==> src/rtl/tankwar_pkg.sv <==
// Shared tank-war video definitions: colour type, backdrop colour and default
// layer priorities (bullet above tanks above background).
package tankwar_pkg;

    localparam int COLOR_W_DEF = 12;

    typedef logic [COLOR_W_DEF-1:0] color_t;

    localparam color_t BLACK = 12'h000;

    typedef enum logic [1:0] {
        LAYER_BULLET     = 2'd0,
        LAYER_TANK1      = 2'd1,
        LAYER_TANK2      = 2'd2,
        LAYER_BACKGROUND = 2'd3
    } layer_id_t;

    localparam logic [1:0] PRIO_BULLET     = 2'd0;
    localparam logic [1:0] PRIO_TANK1      = 2'd1;
    localparam logic [1:0] PRIO_TANK2      = 2'd2;
    localparam logic [1:0] PRIO_BACKGROUND = 2'd3;

endpackage

==> src/rtl/layer_prio_arbiter.sv <==
// Combinational arg-min over (priority, index) of the active layers; a strict
// less-than keeps the lowest index on duplicate priorities.
module layer_prio_arbiter
    import tankwar_pkg::*;
#(
    parameter int NUM_LAYERS = 4,
    localparam int PRIO_W = $clog2(NUM_LAYERS)
) (
    input  logic [NUM_LAYERS-1:0]        on_i,
    input  logic [NUM_LAYERS*PRIO_W-1:0] prio_i,
    output logic                         valid_o,
    output logic [PRIO_W-1:0]            idx_o
);

    logic              found_s;
    logic              take_s;
    logic [PRIO_W-1:0] idx_s;
    logic [PRIO_W-1:0] best_s;

    // Linear scan keeping the best candidate seen so far.
    always_comb begin
        found_s = 1'b0;
        take_s  = 1'b0;
        idx_s   = '0;
        best_s  = '0;
        for (int i = 0; i < NUM_LAYERS; i++) begin
            take_s  = on_i[i] & (~found_s | (prio_i[i*PRIO_W +: PRIO_W] < best_s));
            idx_s   = take_s ? PRIO_W'(i) : idx_s;
            best_s  = take_s ? prio_i[i*PRIO_W +: PRIO_W] : best_s;
            found_s = found_s | take_s;
        end
    end

    assign valid_o = found_s;
    assign idx_o   = idx_s;

endmodule

==> src/rtl/layer_compositor.sv <==
// Two-stage layer compositor with frame-synchronous priority/enable registers.
// Define TANKWAR_COLLISION_EN to build the per-frame layer-overlap reporting.
module layer_compositor
    import tankwar_pkg::*;
#(
    parameter int                 NUM_LAYERS = 4,
    parameter int                 COLOR_W    = COLOR_W_DEF,
    parameter logic [COLOR_W-1:0] BACKDROP   = COLOR_W'(BLACK),
    localparam int                PRIO_W     = $clog2(NUM_LAYERS)
) (
    input  logic                             clk,
    input  logic                             reset,
    input  logic                             video_on,
    input  logic                             frame_start,
    input  logic [NUM_LAYERS-1:0]            layer_on,
    input  logic [NUM_LAYERS*COLOR_W-1:0]    layer_color,
    input  logic                             cfg_we,
    input  logic [PRIO_W-1:0]                cfg_layer,
    input  logic [PRIO_W-1:0]                cfg_prio,
    input  logic                             cfg_en,
    output logic [COLOR_W-1:0]               rgb,
    output logic                             rgb_valid,
    output logic [NUM_LAYERS*NUM_LAYERS-1:0] collision,
    output logic                             collision_valid
);

    logic [NUM_LAYERS*PRIO_W-1:0]  sh_prio_q, sh_prio_d, act_prio_q, act_prio_d;
    logic [NUM_LAYERS-1:0]         sh_en_q, sh_en_d, act_en_q, act_en_d;
    logic [NUM_LAYERS-1:0]         on_q, on_d;
    logic [NUM_LAYERS*COLOR_W-1:0] col_q;
    logic                          vid_q;
    logic [COLOR_W-1:0]            rgb_q, rgb_d;
    logic                          rgb_valid_q;
    logic                          cvalid_q;
    logic                          win_valid_s;
    logic [PRIO_W-1:0]             win_idx_s;

    // Shadow update; an out-of-range layer index leaves the shadow set untouched.
    always_comb begin
        if (cfg_we && (int'(cfg_layer) < NUM_LAYERS)) begin
            sh_prio_d = sh_prio_q;
            sh_en_d   = sh_en_q;
            sh_prio_d[int'(cfg_layer)*PRIO_W +: PRIO_W] = cfg_prio;
            sh_en_d[cfg_layer] = cfg_en;
        end else begin
            sh_prio_d = sh_prio_q;
            sh_en_d   = sh_en_q;
        end
    end

    // Copying the next shadow value makes a same-cycle write take effect.
    assign act_prio_d = frame_start ? sh_prio_d : act_prio_q;
    assign act_en_d   = frame_start ? sh_en_d   : act_en_q;
    assign on_d       = layer_on & act_en_q & {NUM_LAYERS{video_on}};

    // Configuration registers, defaulting to prio[i]=i with all layers enabled.
    always_ff @(posedge clk or posedge reset) begin
        if (reset) begin
            for (int i = 0; i < NUM_LAYERS; i++) begin
                sh_prio_q[i*PRIO_W +: PRIO_W]  <= PRIO_W'(i);
                act_prio_q[i*PRIO_W +: PRIO_W] <= PRIO_W'(i);
            end
            sh_en_q  <= '1;
            act_en_q <= '1;
        end else begin
            sh_prio_q  <= sh_prio_d;
            sh_en_q    <= sh_en_d;
            act_prio_q <= act_prio_d;
            act_en_q   <= act_en_d;
        end
    end

    layer_prio_arbiter #(
        .NUM_LAYERS (NUM_LAYERS)
    ) u_arb (
        .on_i    (on_q),
        .prio_i  (act_prio_q),
        .valid_o (win_valid_s),
        .idx_o   (win_idx_s)
    );

    // Stage-2 colour selection: blanking forces black, no layer gives backdrop.
    always_comb begin
        if (!vid_q) begin
            rgb_d = '0;
        end else if (win_valid_s) begin
            rgb_d = col_q[int'(win_idx_s)*COLOR_W +: COLOR_W];
        end else begin
            rgb_d = BACKDROP;
        end
    end

    // Pixel pipeline: stage 1 captures inputs, stage 2 holds the output pixel.
    always_ff @(posedge clk or posedge reset) begin
        if (reset) begin
            on_q        <= '0;
            col_q       <= '0;
            vid_q       <= 1'b0;
            rgb_q       <= '0;
            rgb_valid_q <= 1'b0;
            cvalid_q    <= 1'b0;
        end else begin
            on_q        <= on_d;
            col_q       <= layer_color;
            vid_q       <= video_on;
            rgb_q       <= rgb_d;
            rgb_valid_q <= vid_q;
            cvalid_q    <= frame_start;
        end
    end

`ifdef TANKWAR_COLLISION_EN
    logic [NUM_LAYERS*NUM_LAYERS-1:0] pair_s, acc_q, coll_q;

    // Upper-triangle overlap terms of the current stage-1 pixel.
    always_comb begin
        pair_s = '0;
        for (int i = 0; i < NUM_LAYERS; i++) begin
            for (int j = i + 1; j < NUM_LAYERS; j++) begin
                pair_s[i*NUM_LAYERS+j] = on_q[i] & on_q[j];
            end
        end
    end

    // Frame accumulator; frame_start publishes it including this cycle's terms.
    always_ff @(posedge clk or posedge reset) begin
        if (reset) begin
            acc_q  <= '0;
            coll_q <= '0;
        end else if (frame_start) begin
            acc_q  <= '0;
            coll_q <= acc_q | pair_s;
        end else begin
            acc_q  <= acc_q | pair_s;
        end
    end

    assign collision = coll_q;
`else
    assign collision = '0;
`endif

    assign rgb             = rgb_q;
    assign rgb_valid       = rgb_valid_q;
    assign collision_valid = cvalid_q;

endmodule

==> config.mk <==
export PLATFORM = sky130hd
export DESIGN_NAME = layer_compositor
export DESIGN_NICKNAME = d
export VERILOG_FILES = /design/src/rtl/tankwar_pkg.sv /design/src/rtl/layer_prio_arbiter.sv /design/src/rtl/layer_compositor.sv
export SDC_FILE = /design/constraint.sdc
export NUM_CORES = 1
export LEC_CHECK = 0
export BUFFER_PORTS_ARGS = -buffer_cell sky130_fd_sc_hd__buf_2
export CAP_MARGIN = 20
export CORE_ASPECT_RATIO = 1.75
export CORE_MARGIN = 3
export CORE_UTILIZATION = 52
export CTS_CLUSTER_SIZE = 30
export DETAILED_ROUTE_END_ITERATION = 8
export GPL_TIMING_DRIVEN = 0
export PLACE_DENSITY = 0.88
export SETUP_SLACK_MARGIN = 0.4
export SYNTH_ARGS = -nofsm -noshare
export SYNTH_HDL_FRONTEND = slang
export SYNTH_HIERARCHICAL = 1
export SYNTH_SLANG_ARGS = --single-unit
==> constraint.sdc <==
create_clock -name clk -period 5.7 [get_ports clk]
set_clock_uncertainty 0.1 [all_clocks]
set_input_delay 0 -clock clk [delete_from_list [all_inputs] [get_ports clk]]
set_output_delay 0 -clock clk [all_outputs]
set_load 0.1 [all_outputs]
==> results of run 1 <==
[tightest hold or removal path, delay by kind of cell]
| kind | cells | cell delay [ps] |
|---|---|---|
| fa+ha+maj | 1 | 210 |
| buf+inv | 1 | 120 |
| simple gates | 2 | 180 |
[stage by stage]
step	power (mW)	instance area, sq um
finish	1.63	5010
global route	1.70	5010
CTS	1.63	5010
detailed placement	1.04	4120
global placement	1.03	4090
floorplan	0.971	3610
[flip-flops by register name (all words and copies together) (netlist names)]
signal and flops:
rgb_valid 1, act_prio_q 8, sh_prio_q 8, vid_q 1, col_q 48, on_q 4, sh_en_q 4, collision_valid 1
rgb 12, act_en_q 4
[Yosys cell counts, types with 2 or more instances]
library cell	number
o21ai_0	2
o22ai_1	3
a32oi_1	2
nand4_1	4
a21oi_1	4
buf_2	2
dfrtp_1	75
mux2_2	7
mux2_4	3
a31oi_1	5
mux4_2	10
and2_1	2
nand2_1	20
inv_1	11
nand2b_1	2
and3_1	16
buf_4	17
nor2_1	7
dfstp_2	16
clkbuf_1	3
mux4_1	2
a22o_1	2
o21ai_1	3
ha_1	10
a31o_2	2
[layout by cell type (no fill, tap or decap), types with 4 or more instances in the layout]
master / instances
a21oi_1: 4
dfstp_2: 16
buf_4: 17
nand4_1: 4
nor2_1: 7
inv_1: 10
mux4_2: 10
clkbuf_16: 9
mux2_2: 7
and3_1: 16
dlygate4sd3_1: 60
dfrtp_1: 75
buf_2: 77
a31oi_1: 5
conb_1: 16
ha_1: 10
nand2_1: 20
[repair_timing]
action / CTS / global route
endpoints found under the hold margin: 150 / 0
hold buffers: 60 / 0
gates resized for setup: 0 / 0
[final timing paths]
check | startpoint | to | cells past startpoint
setup / recovery | on_q[0] | rgb[0] | 18
setup reg to reg | on_q[0] | rgb[0] | 18
hold / removal | cfg_layer[1] | sh_prio_q[5] | 4
min in group asynchronous | reset | col_q[9] | 3
hold reg to reg | sh_prio_q[4] | sh_prio_q[4] | 2
max in group asynchronous | reset | sh_prio_q[2] | 4
[power by group]
group	internal (mW)	switching (mW)	leakage, nW
Combinational	0.124	0.213	1.22
Sequential	0.707	0.0227	1.09
Clock	0.312	0.247	0.143
Total	1.14	0.483	2.44
[final cells by class]
cell class | count | area, sq um
Tap cell | 82 | 103
Antenna cell | 2 | 5.00
Fill cell | 410 | 1580
Inverter | 12 | 47.5
Clock inverter | 6 | 48.8
Timing Repair Buffer | 136 | 1000
Buffer | 23 | 160
Multi-Input combinational cell | 133 | 1110
Clock buffer | 10 | 239
Sequential cell | 91 | 2300
[per-layer routing]
layer,track usage (%),vias to the layer above,routed length (um)
met1,22.8,1183,2850
met2,44.3,90,5060
li1,-,1155,-
met5,0,-,0
met4,11.3,0,239
met3,6.35,21,393
[cells by family (layout without fill, tap and decap cells)]
logic type	after synthesis	in the layout
mux	22	22
simple gates	59	59
other cells	1	18
buf+inv	35	187
compound gates	26	26
fa+ha+maj	10	10
flops	91	91
==> impl_results.md, run 1 <==
- Site Rows: 39
- Leak pwr: ~2.4 nW
- DP Worst Slack: about 1100 ps
- Crit path arrival time: roughly 4800 ps
- H-Tree Depth: 3
- CP max stage delay: roughly 530 ps
- Max Slew Vio Count: 0
- Max Cap Viol: 0
- Mux contribution to synthesized area: between 10% and 20%
- Main synth FF type: dfrtp_1
- FF+latch count, synth: 91
- DIE WIDTH: roughly 68 um
- Synth top area share: 52.8%
- Post-layout net count: approximately 480
- Final Hold Viols: 0
- Initial antenna violation count: 2
- Fin crit share: 81.3%
- Worst EP required: slightly below 6000 ps
- Drt total wl: between 8 and 9 mm
- Mean Syn Cell Area: 14.6 sq um
- Num Clock Sinks: between 90 and 100
- RSZ-0062 raised after global routing: no
- Post-synth top area cell: dfrtp_1
- CTS Buf Count: 9
- First-pass GRT wire length: approximately 13 mm
- Max Buffers Root-to-Sink: 2
- Worst Setup Start Kind: register
- # setup viols final: 0
- Setup bufs post-CTS: 0
- Starting DRT DRC Count: 210
- CP Cell Sequence: nand2_1 -> ha_1 -> a21oi_1 -> o21ai_1 -> mux2_4 -> ha_1 -> o22ai_1 -> nand2_1 -> nand2b_4 -> mux2_4 -> ha_1 -> a311o_1 -> a31oi_1 -> o21ai_1 -> o21ai_1 -> buf_6 -> mux4_2 -> and3_1
- Compound-Gate Fraction of Synth Area: under 10%
- TritonCTS clock tree: yes
- Vert. Die Dim: around 120 um
- Setup TNS: 0 ps
- Vias per inst: about 4.9
- Cells after Synth: roughly 240
- Worst skew pair latency: approximately 340 ps
- Worst hold margin: approximately 80 ps
- Crit end category: register
- Largest net degree at the start of global routing: 66
- Area share of xor/xnor cells in the synthesized design: 0%
- Reg clk slew, reported paths: ~60 ps
- Post-synth cell types: 39
- Post-DP HPWL: approximately 5.3 mm
- Hold WC Path Type: input pin to register
- Final Critical Period: 4630 ps
- Core box area: 6590 sq um
- Placed cell count: approximately 420
- Layout Cells excl Fill: between 400 and 500
- DRC: 0
- Initial Utilization: a little over half
- Asr flop ratio synth: between 90% and 100%
- Largest family of logic cells by synthesized area: multiplexers
- # IOs: between 90 and 100
- Status: finished, final reports clean
- Peak VDD IR: between 200 and 250 uV
- Avg WL per Cell: roughly 17 um
- # port buffers: 75
- Routability-driven placement congestion ratio: between 0.8 and 0.9
- Synth warnings: 6
- Routed vias: between 2000 and 2500
- Worst path slowest cell: mux4_2
- Final worst slack: between 1000 and 1500 ps
- Simple-gate area share of the yosys netlist: under 10%
- Drt pass-1 iters: 4
- Seq/Total Area, Yosys: 64.6%
- Area growth syn-to-layout: 41.0%
- R2R Setup Slk: ~1100 ps
- Synth area leaders: dfrtp_1 53%, dfstp_2 12%, mux4_2 6.3%
- Worst path buffer plus inverter count: 1
- Critical path peak fanout: 10
- Die area: around 7900 sq um
- PwrDens: around 320 nW/um^2
- Vias in the first global route: roughly 2700
- Setup CP Type: register to register
- Grt ovf: 0
- Critical path's top delay family: multiplexers
- Detail Route Antenna Nets: 0
- Synthesized area: 3550 sq um
- Post-synth EDFFs: 0
- Final core occ: between 70% and 80%
- Layout cells sized above 1: approximately two fifths
- Fmax: around 220 MHz
- Root buf cell: clkbuf_16
- Overall Global Routing Usage: about a quarter
- Adder-cell area share of the yosys netlist: under 10%
(Power assumes the default switching activity.)
==> run 2, diff against run 1 <==
Settings changed: ABC_AREA from default to 1, PLACE_DENSITY 0.88 to 0.87.
Clock period 5.7 ns to 4.6 ns, I/O delays scaled along.
==> impl_results.md, run 2 <==
- Hold WC Path Type: input pin to register
- Vert. Die Dim: ~120 um
- Vias in the first global route: between 3000 and 4000
- Cells on Worst Hold Path: 5
- Slew Limit Headroom: a little under two thirds
- Fmax: 258 MHz
- Fin crit share: about 84%
- Max Slew Vio Count: 0
- Reg clk slew, reported paths: about 60 ps
- Max Buffers Root-to-Sink: 2
- Final worst slack: between 700 and 800 ps
- Num Clock Sinks: between 90 and 100
- Setup CP Type: register to register
- Post-DP HPWL: ~6 mm
- Commonest non-fill, non-tap cell in the layout: nand2_1
- DIE WIDTH: ~69 um
- Detail Route Antenna Nets: 0
- First-pass GRT wire length: around 15 mm
- Synth area leaders: dfrtp_1 52%, nand2_1 14%, dfstp_2 12%
- # port buffers: 75
- DRC: 0
- Grt ovf: 0
- Clk network pwr share: around two fifths
- # IOs: 92
- Post-synth EDFFs: 0
- Routability-driven placement congestion ratio: approximately 0.85
- Root buf cell: clkbuf_16
- CP max stage delay: 430 ps
- Final Critical Period: between 3000 and 4000 ps
- FF+latch count, synth: 91
- CTS-repair resized insts: 0
- Worst EP required: 4690 ps
- Max FFs per register: 48
- Reg with most FFs: col_q
- Avg WL per Cell: around 15 um
- Core box area: approximately 6600 sq um
- Largest net degree at the start of global routing: between 40 and 50
- Max Cap Viol: 0
- RSZ-0062 raised after global routing: no
- Post-layout net count: approximately 600
- Mean Syn Cell Area: 9.53 sq um
- Post-synth top area cell: dfrtp_1
- Final Hold Viols: 0
- Vias per inst: between 4 and 5
- Top cell by count, worst path: nand2_1
- Crit path arrival time: between 3000 and 4000 ps
- Overall Global Routing Usage: approximately a quarter
- Final core occ: between 70 and 80%
- TritonCTS clock tree: yes
- Routed vias: just over 3000
- Die area: 8040 sq um
- Leak pwr: 2.72 nW
- Setup TNS: 0 ps
- Asr flop ratio synth: 100%
- Placed cell count: around 550
- H-Tree Depth: 3
- Most frequent cell after synthesis: nand2_1
- Seq pwr share: 42.0%
- Layout Cells excl Fill: roughly 630
- Main synth FF type: dfrtp_1
- Synth top area share: 51.8%
- Antenna cells: 0
- Seq/Total Area, Yosys: between 60 and 70%
- Pint: about 1.5 mW
- Worst-Margin Slew: 543 ps
- Starting DRT DRC Count: 226
- Leading cell types in the layout, fill and taps excluded: 139 x nand2_1, 78 x buf_2, 75 x dfrtp_1
- PwrDens: 411 nW/um^2
- CP Cell Sequence: nand2_1 -> ha_1 -> nand2_1 -> nand2_1 -> nand2_1 -> nand2_2 -> o21ai_0 -> ha_1 -> nand2_1 -> nand2_1 -> nand2_2 -> nand2_2 -> o21ai_0 -> ha_1 -> nand2_1 -> nand2_1 -> nand2_1 -> nand2_1 -> nand2_1 -> buf_4 -> inv_2 -> clkbuf_2 -> o21ai_0 -> a21oi_1
- Post-synth cell types: 20
- Initial Utilization: 54.5%
- # setup viols final: 0
- Layout cells sized above 1: 25.6%
- Status: finished, final reports clean
- Drt pass-1 iters: 4
- Peak VDD IR: about 430 uV
- Sw Ratio: 27.9%
- Crit end category: register
- Comb pwr share: 18.5%
- Synthesized area: about 3600 sq um
- CTS Buf Count: 9
- Commonest cells post-synth: 139 x nand2_1, 75 x dfrtp_1, 38 x nor2_1
- DP Worst Slack: 808 ps
- Switching pwr: 0.588 mW
- Fill cells: a little under 400
- Synth warnings: 6
- Worst path slowest cell: dfrtp_1
- Initial antenna violation count: 0
- Critical path peak fanout: 10
- Drt total wl: approximately 9.4 mm
- Area growth syn-to-layout: 41.6%
- Cells after Synth: between 300 and 400
- Site Rows: 39
- Worst Setup Start Kind: register
- Worst skew pair latency: 330 ps
- FF-to-FF path depth: 24
-- run 2: cell type report --
type	count	area (sq um)	share of cell area [%]
Inverter	28	108	2.10
Sequential cell	91	2300	44.8
Timing Repair Buffer	136	996	19.4
Buffer	26	181	3.54
Clock inverter	7	124	2.42
Clock buffer	9	225	4.39
Multi-Input combinational cell	250	1090	21.3
Tap cell	82	103	2.00
-- run 2: path summary, 6_finish.rpt --
kind	startpoint	end	slack, ps
setup / recovery	on_q[0]	rgb[4]	720
hold / removal	cfg_layer[1]	sh_prio_q[7]	90
setup reg to reg	on_q[0]	rgb[4]	720
hold reg to reg	vid_q	rgb_valid	270
max in group asynchronous	reset	col_q[21]	3610
min in group asynchronous	reset	act_prio_q[3]	170
-- run 2: kinds of logic after synthesis --
logic type                 count (synthesis)  share of synthesized area, %
other                                      1                         0.104
AOI/OAI and AO/OA                         35                          4.84
adders and majority gates                 10                          3.46
DFF                                       91                          63.5
and+or+nand+nor                          189                          20.2
buffers and inverters                     54                          7.92
-- run 2: critical path, delay by kind of cell (launching register included) --
kind	cells	cell delay, ps
AOI/OAI and AO/OA	4	950
DFF	1	430
buffers and inverters	3	410
and+or+nand+nor	14	990
adders and majority gates	3	850
-- run 2: per-layer routing --
layer / up-vias / wire length [um] / GRT usage (%)
met1: 1423 / 3290 / 25.0
li1: 1456 / - / -
met2: 111 / 5320 / 48.5
met5: - / 0 / 0
met3: 27 / 467 / 6.03
met4: 0 / 353 / 12.4
-- run 2: timing repair --
action / CTS / global route
hold endpoints to repair: 119 / 0
hold buffers: 60 / 0
buffers inserted: 0 / 0
-- run 2: through the flow --
stage                     instance area (sq um)  hold WS (ps)  power [mW]
final                                      5130          86.4        2.10
after CTS                                  5130          63.0        2.11
after floorplan                            3680         -68.6        1.15
after detailed placement                   4180         -4.27        1.24
after global placement                     4150          9.16        1.22
after global routing                       5130           138        2.19
-- run 2: power by group through the flow --
stage / clock, mW / sequential (mW) / combinational (mW)
5_1_grt: 0.884 / 0.889 / 0.419
3_3_place_gp: 0 / 0.895 / 0.327
4_1_cts: 0.846 / 0.883 / 0.381
6_report: 0.832 / 0.885 / 0.389
3_5_place_dp: 0 / 0.897 / 0.339
2_1_floorplan: 0 / 0.962 / 0.190
==> run 3, diff against run 2 <==
Settings changed: CORE_UTILIZATION 52 to 47, PLACE_DENSITY 0.87 to 0.84.
Clock period 4.6 ns to 3.25 ns, I/O delays scaled along.
==> impl_results.md, run 3 (synthesis gave the netlist of run 2 again) <==
- Status: finished, violations left
- Failing checks: negative setup slack
- TritonCTS clock tree: yes
- Routed vias: 3271
- Worst-Margin Slew: 756 ps
- RSZ-0062 raised after global routing: yes
- Reg clk slew, reported paths: approximately 60 ps
- Cells on Worst Hold Path: 5
- Num Clock Sinks: 91
- Area of the multi-input gates: about 1300 sq um
- Worst EP required: approximately 3400 ps
- Fin crit share: 106%
- Peak VDD IR: 370 uV
- Root buf cell: clkbuf_16
- Overall Global Routing Usage: between 20% and 30%
- Initial Utilization: 49.3%
- Vias in the first global route: between 3000 and 4000
- Fill cells: roughly 400
- Critical path peak fanout: 8
- Worst hold start: cfg_layer[1]
- Drt pass-1 iters: 4
- Final Hold Viols: 0
- H-Tree Depth: 3
- Register area: roughly 2300 sq um
- Initial antenna violation count: 0
- Final Critical Period: around 3400 ps
- Crit path arrival time: ~3600 ps
- # setup viols final: 10
- Starting DRT DRC Count: about 270
- Overall power: 2.88 mW
- # port buffers: between 70 and 80
- Antenna cells: 0
- Leak pwr: 2.80 nW
- Site Rows: 41
- # IOs: slightly above 90
- FF-to-FF path depth: 27
- Area growth syn-to-layout: 51.9%
- Top cell by count, worst path: nand2_2
- Worst Setup Start Kind: register
- Drt total wl: ~11 mm
- Commonest non-fill, non-tap cell in the layout: nand2_1
- CTS Buf Count: 9
- Critical path's top delay family: simple AND/OR/NAND/NOR gates
- Leading cell types in the layout, fill and taps excluded: 121 x nand2_1, 77 x buf_2, 74 x dfrtp_1
- Max Slew Vio Count: 0
- Grt ovf: 0
- Detail Route Antenna Nets: 0
- PwrDens: around 520 nW/um^2
- Max Buffers Root-to-Sink: 2
- Core box area: approximately 7300 sq um
- Die area: around 8800 sq um
- Reg with most FFs: col_q
- Layout cells sized above 1: 37.0%
- Routability-driven placement congestion ratio: just under 0.9
- Max Cap Viol: 0
- Post-layout net count: 626
- Vias per inst: roughly 5.1
- Worst path slowest cell: dfrtp_1
- Vert. Die Dim: 122 um
- Worst path buffer plus inverter count: 3
- Largest net degree at the start of global routing: 62
- Reg2reg end: rgb[7]
- Setup TNS: -873 ps
- Final worst slack: -183 ps
- R2R Setup Slk: -180 ps
- First-pass GRT wire length: roughly 16 mm
- DIE WIDTH: between 70 and 80 um
- Worst skew pair latency: roughly 340 ps
- CP max stage delay: 410 ps
- Hold WC Path Type: input pin to register
- Slew Limit Headroom: roughly half
- Fmax: between 200 and 300 MHz
- Crit end category: register
- Setup CP Type: register to register
- Final core occ: around three quarters
- Post-DP HPWL: 5.68 mm
- Avg WL per Cell: about 18 um
- Hold EP: sh_prio_q[7]
- DRC: 0
- R2r startpoint: on_q[0]
- Max FFs per register: between 40 and 50
==> run 3: power breakdown <==
group | switching, mW | leakage (nW) | internal (mW)
Combinational | 0.449 | 1.59 | 0.237
Clock | 0.416 | 0.127 | 0.514
Sequential | 0.0382 | 1.09 | 1.22
==> run 3: layout make-up <==
class | count | area share (%)
sequential | 91 | 41.8
clock buffer | 11 | 4.23
buffer | 26 | 4.41
tap | 86 | 1.96
multi-input combinational | 250 | 24.1
clock inverter | 5 | 0.546
timing repair buffer | 148 | 20.9
inverter | 28 | 2.09
==> run 3: per-stage QoR <==
step / hold WS (ps) / cells / worst slack, ps / area [sq um]
global placement: 8.73 / 556 / -6.15 / 4190
CTS: 45.0 / 641 / -0.625 / 5210
finish: 55.9 / 645 / -183 / 5500
detailed placement: -77.9 / 557 / -122 / 4220
floorplan: -68.6 / 395 / 307 / 3700
global route: 116 / 645 / -314 / 5500
==> run 3: worst min-delay path, cell delays in order <==
cell and delay (ps):
buf_2 120, ha_1 140, nand2_1 90, nand2_1 70, nand2_1 70
==> run 3: timing repair <==
| action | 4_1_cts | 5_1_grt |
|---|---|---|
| cloned | 1 | 2 |
| hold buffers | 60 | 0 |
| pin swaps | 6 | 30 |
| resized for setup | 14 | 63 |
| endpoints found under the setup margin | 12 | 12 |
| endpoints found under the hold margin | 165 | 0 |
| setup buffers | 7 | 2 |
==> run 3: layer usage <==
layer	part of all wire, %	routed length, um	vias to the layer above	GRT usage (%)
met1	34	3900	1582	24.9
met3	6.5	747	39	5.95
met2	56	6450	172	45.3
met5	0	0	-	0
li1	-	-	1478	-
met4	3.4	389	0	11.8
==> run 3: worst max-delay path by stage <==
stage	slack (ps)	cells past startpoint	startpoint	end
detailed placement	-120	26	on_q[0]	rgb[6]
finish	-180	27	on_q[0]	rgb[7]
global placement	-6	26	on_q[0]	rgb[5]
global route	-310	27	on_q[0]	rgb[3]
CTS	-0.6	28	on_q[0]	rgb[3]
floorplan	310	26	on_q[0]	rgb[2]
